<file path="config.mk">
export PLATFORM = sky130hd
export DESIGN_NAME = fixed_mul_pipe
export DESIGN_NICKNAME = d
export VERILOG_FILES = /design/src/rtl/fixed_pkg.sv /design/src/rtl/fixed_round_sat.sv /design/src/rtl/fixed_mul_pipe.sv
export SDC_FILE = /design/constraint.sdc
export NUM_CORES = 2
export LEC_CHECK = 0
export CAP_MARGIN = 20
export CELL_PAD_IN_SITES_DETAIL_PLACEMENT = 0
export CELL_PAD_IN_SITES_GLOBAL_PLACEMENT = 2
export CORE_MARGIN = 1.5
export CORE_UTILIZATION = 37
export CTS_CLUSTER_SIZE = 24
export DETAILED_ROUTE_END_ITERATION = 10
export PLACE_DENSITY_LB_ADDON = 0.15
export SETUP_SLACK_MARGIN = 0.4
export SYNTH_ARGS = -nofsm -noshare
export SYNTH_HDL_FRONTEND = slang
export SYNTH_HIERARCHICAL = 1
export SYNTH_SLANG_ARGS = --single-unit
</file>
<file path="constraint.sdc">
create_clock -name clk -period 23.2 [get_ports clk]
set_input_delay 4.64 -clock clk [delete_from_list [all_inputs] [get_ports clk]]
set_output_delay 4.64 -clock clk [all_outputs]
set_load 0.01 [all_outputs]
</file>
<file path="src/rtl/fixed_pkg.sv">
// Shared fixed-point constants and helpers for the Julia datapath arithmetic blocks.
package fixed_pkg;

  localparam int unsigned DEF_WIDTH = 32;
  localparam int unsigned DEF_FRAC  = 16;

  localparam int unsigned ROUND_TRUNC   = 0;
  localparam int unsigned ROUND_HALF_UP = 1;
  localparam int unsigned WRAP          = 0;
  localparam int unsigned SATURATE      = 1;

  localparam int unsigned MAX_WIDTH = 64;

  typedef logic [MAX_WIDTH-1:0] limit_t;

  // Largest (neg=0) or smallest (neg=1) width-bit signed value, sign-extended to MAX_WIDTH.
  function automatic limit_t sat_limit(input int unsigned width, input logic neg);
    limit_t ones;
    limit_t v;
    ones = '1;
    v    = ones << (width - 1);
    if (!neg) begin
      v = ~v;
    end
    return v;
  endfunction

endpackage

</file>
<file path="src/rtl/fixed_round_sat.sv">
// Combinational rescale of a full-precision product: optional half-up rounding,
// arithmetic shift by FRAC, then clamp or wrap into WIDTH bits with an overflow flag.
module fixed_round_sat
  import fixed_pkg::*;
#(
  parameter int unsigned WIDTH = DEF_WIDTH,
  parameter int unsigned FRAC  = DEF_FRAC,
  parameter int unsigned ROUND = ROUND_TRUNC,
  parameter int unsigned SAT   = SATURATE
) (
  input  logic [2*WIDTH-1:0] p,
  output logic [WIDTH-1:0]   result,
  output logic               overflow
);

  localparam int unsigned PW = 2*WIDTH + 1;
  localparam logic [PW-1:0] HALF = (ROUND == ROUND_HALF_UP) ? (PW'(1) << (FRAC - 1)) : '0;

  logic signed [PW-1:0] biased;
  logic signed [PW-1:0] shifted;
  logic [WIDTH+1:0]     upper;
  logic                 fit;

  always_comb begin
    // One extra bit keeps the rounding increment from wrapping the most positive product.
    biased   = $signed({p[2*WIDTH-1], p}) + $signed(HALF);
    shifted  = biased >>> FRAC;
    upper    = shifted[PW-1:WIDTH-1];
    fit      = (upper == '0) || (upper == '1);
    overflow = !fit;
    if (fit || (SAT == WRAP)) begin
      result = shifted[WIDTH-1:0];
    end else begin
      result = WIDTH'(sat_limit(WIDTH, shifted[PW-1]));
    end
  end

endmodule

</file>
<file path="src/rtl/fixed_mul_pipe.sv">
// Pipelined signed fixed-point multiplier with valid/ready flow control and a
// single global stall enable driven by output backpressure.
module fixed_mul_pipe
  import fixed_pkg::*;
#(
  parameter int unsigned WIDTH  = DEF_WIDTH,
  parameter int unsigned FRAC   = DEF_FRAC,
  parameter int unsigned STAGES = 3,
  parameter int unsigned ROUND  = ROUND_TRUNC,
  parameter int unsigned SAT    = SATURATE
) (
  input  logic             clk,
  input  logic             rst,
  input  logic             in_valid,
  output logic             in_ready,
  input  logic [WIDTH-1:0] a,
  input  logic [WIDTH-1:0] b,
  output logic             out_valid,
  input  logic             out_ready,
  output logic [WIDTH-1:0] result,
  output logic             overflow
);

  localparam int unsigned DLY = STAGES - 3;

  logic                 en;
  logic                 v1;
  logic                 v2;
  logic [WIDTH-1:0]     a_r;
  logic [WIDTH-1:0]     b_r;
  logic [2*WIDTH-1:0]   p_r;
  logic                 tail_v;
  logic [2*WIDTH-1:0]   tail_p;
  logic [WIDTH-1:0]     rs_result;
  logic                 rs_ovf;

  assign en       = !(out_valid && !out_ready);
  assign in_ready = en;

  always_ff @(posedge clk) begin
    if (rst) begin
      v1  <= 1'b0;
      v2  <= 1'b0;
      a_r <= '0;
      b_r <= '0;
      p_r <= '0;
    end else if (en) begin
      v1  <= in_valid;
      a_r <= a;
      b_r <= b;
      v2  <= v1;
      p_r <= $signed({{WIDTH{a_r[WIDTH-1]}}, a_r}) * $signed({{WIDTH{b_r[WIDTH-1]}}, b_r});
    end
  end

  if (DLY == 0) begin : g_nodly
    assign tail_v = v2;
    assign tail_p = p_r;
  end else begin : g_dly
    logic               dv [DLY];
    logic [2*WIDTH-1:0] dp [DLY];

    always_ff @(posedge clk) begin
      if (rst) begin
        for (int unsigned i = 0; i < DLY; i++) begin
          dv[i] <= 1'b0;
          dp[i] <= '0;
        end
      end else if (en) begin
        dv[0] <= v2;
        dp[0] <= p_r;
        for (int unsigned i = 1; i < DLY; i++) begin
          dv[i] <= dv[i-1];
          dp[i] <= dp[i-1];
        end
      end
    end

    assign tail_v = dv[DLY-1];
    assign tail_p = dp[DLY-1];
  end

  fixed_round_sat #(
    .WIDTH (WIDTH),
    .FRAC  (FRAC),
    .ROUND (ROUND),
    .SAT   (SAT)
  ) u_round_sat (
    .p        (tail_p),
    .result   (rs_result),
    .overflow (rs_ovf)
  );

  always_ff @(posedge clk) begin
    if (rst) begin
      out_valid <= 1'b0;
      result    <= '0;
      overflow  <= 1'b0;
    end else if (en) begin
      out_valid <= tail_v;
      result    <= rs_result;
      overflow  <= rs_ovf;
    end
  end

endmodule

</file>
==> results.sh <==
export IMPL_fin_ws_ns=11.77
export IMPL_worst_slew_pin_slew_ns=1.10
export IMPL_rsz0062_at_grt="false"
export IMPL_crit_arrival_ns=6.79
export IMPL_cellPowerDensity_mw_per_mm2=129
export IMPL_num_rows=122
export IMPL_antenna_found_initial=2
export IMPL_worstSetupStartpointType="primary input"
export IMPL_grt_pass1_wl_mm=189
export IMPL_final_cell_mix="fa_1 (1082), inv_1 (958), nand2_1 (764)"
export IMPL_syn_nets=5831
export IMPL_cts_resized=0
export IMPL_dp_slack_ns=11.69
export IMPL_io_pins=103
export IMPL_yosys_warnings=6
export IMPL_cts_hold_buf=0
export IMPL_period_share_pct=49.3
export IMPL_regToRegEndpoint="p_r[62]$_SDFFE_PP0N_"
export IMPL_share_comb_of_total_power_pct=87.9
export IMPL_die_w_um=337
export IMPL_rr_startpoint="b_r[10]$_SDFFE_PP0N_"
export IMPL_cp_required_ns=18.56
export IMPL_routedWlPerCell_um=19.7
export IMPL_hp_class="register to register"
export IMPL_dieArea_mm2=0.114
export IMPL_wl_mm=116
export IMPL_setup_viol_count_final=0
export IMPL_cp_max_fo=70
export IMPL_cts_root_buf="clkbuf_16"
export IMPL_p_leak_nw=21.8
export IMPL_drv_slew=0
export IMPL_rr_worst_depth=26
export IMPL_clk_pin_slew_ns=0.07
export IMPL_setup_tns_ns=0
export IMPL_post_dp_cell_area_mm2=0.0436
export IMPL_clock_path_buffers=2
export IMPL_critPathLaunch="out_ready"
export IMPL_post_cts_buffers=0
export IMPL_clock_power_share_pct=5.2
export IMPL_grt_max_degree=83
export IMPL_slew_headroom_pct=26.2
export IMPL_via_count=28400
export IMPL_dp_hpwl_mm=92.3
export IMPL_drive_above_1_share_pct=2.91
export IMPL_htreeDepth=4
export IMPL_finalCriticalPeriod_ns=11.43
export IMPL_place_inst=5889
export IMPL_ir_worst_vdd_mv=0.128
export IMPL_syn_inst=4497
export IMPL_syn_area_per_cell_um2=9.17
export IMPL_gp_routability_congestion=0.805
export IMPL_switchingPower_w=0.00321
export IMPL_endpoint_kind="output port"
export IMPL_drt_iter0_drc=1255
export IMPL_numCtsBuffers=17
export IMPL_nFillCells=11300
export IMPL_r2r_setup_slack_ns=14.29
export IMPL_clock_fmax_ghz=0.0875
export IMPL_areaGrowthSynthToFinish_pct=7.16
export IMPL_final_cells=5924
export IMPL_status="finished, final reports clean"
export IMPL_grt_pass1_vias=32300
export IMPL_ant_nets=0
export IMPL_finClkSkew_ns=0.0142
export IMPL_min_from="a_r[27]$_SDFFE_PP0N_"
export IMPL_drtPass1Iterations=7
export IMPL_worst_setup_path_type="primary input to output port"
export IMPL_start_util_pct=37.3
export IMPL_worstHoldPathCells=2
export IMPL_fin_area_mm2=0.0442
export IMPL_clock_sinks=148
export IMPL_vias_per_cell=4.80
export IMPL_seqPwrFrac_pct=6.9
export IMPL_netlist_area_mm2=0.0413
export IMPL_p_int_w=0.00251
export IMPL_fin_nets=5754
export IMPL_core_mm2=0.111
export IMPL_grt_usage_pct=22.0
export IMPL_drc=0
export IMPL_clk_latency_ns=0.50
export IMPL_io_buffers=102
export IMPL_hold_violations=0
export IMPL_drv_cap=0
export IMPL_p_sw_share_pct=56.1
export IMPL_grt_overflow=0
export IMPL_min_to="a_r[27]$_SDFFE_PP0N_"
export IMPL_die_h_um=337
export IMPL_final_common_cell="fa_1"
export IMPL_cts_tree="done"
-- worst max path at each step --
stage,cells past startpoint,end
floorplan,5,in_ready
global placement,5,in_ready
detailed placement,5,in_ready
CTS,5,in_ready
global route,5,in_ready
finish,5,in_ready
-- worst max-delay path: stages --
cell	delay, ns
clkdlybuf4s50_1	0.44
nor2b_4	0.11
buf_4	0.62
inv_6	0.38
clkdlybuf4s50_1	0.58
-- registers in the layout (all words and copies together), names as in the netlist --
register,count
a_r,32
result,32
v1,1
tail_v,1
overflow,1
p_r,48
out_valid,1
b_r,32
-- through the flow --
| step | util, % | power [W] | hold slack, ns |
|---|---|---|---|
| 2_1_floorplan | - | 0.00401 | 0.432 |
| 3_3_place_gp | 39.4 | 0.00555 | 0.440 |
| 3_5_place_dp | 39.4 | 0.00551 | 0.444 |
| 4_1_cts | 39.9 | 0.00587 | 0.454 |
| 5_1_grt | 39.9 | 0.00646 | 0.471 |
| 6_report | 39.9 | 0.00572 | 0.452 |
-- power by group through the flow --
| stage | Combinational [W] | Clock, W | Sequential (W) |
|---|---|---|---|
| after floorplan | 0.00364 | 0 | 0.000378 |
| after detailed placement | 0.00511 | 0 | 0.000403 |
| after CTS | 0.00516 | 0.000312 | 0.000398 |
| after global placement | 0.00514 | 0 | 0.000403 |
| final | 0.00503 | 0.000300 | 0.000395 |
| after global routing | 0.00574 | 0.000319 | 0.000403 |
-- cell type report --
type | instances | area, um^2 | area share [%]
Multi-Input combinational cell | 3130 | 33700 | 76.2
Antenna cell | 3 | 7.51 | 0.0170
Clock inverter | 14 | 158 | 0.357
Clock buffer | 18 | 429 | 0.971
Sequential cell | 148 | 2980 | 6.73
Inverter | 959 | 3600 | 8.15
Tap cell | 1488 | 1860 | 4.21
Timing Repair Buffer | 164 | 1490 | 3.37
-- per-layer routing --
metal  track usage (%)  part of all wire (%)  up-vias  routed length (um)
met5                 0                     0        -                   0
met4              4.74                   1.8        0                2090
met3              1.64                   2.4       84                2750
met2              40.4                    52      316               60900
met1              28.2                    44    15100               50700
li1                  -                     -    12900                   -
(Power assumes the default switching activity.)
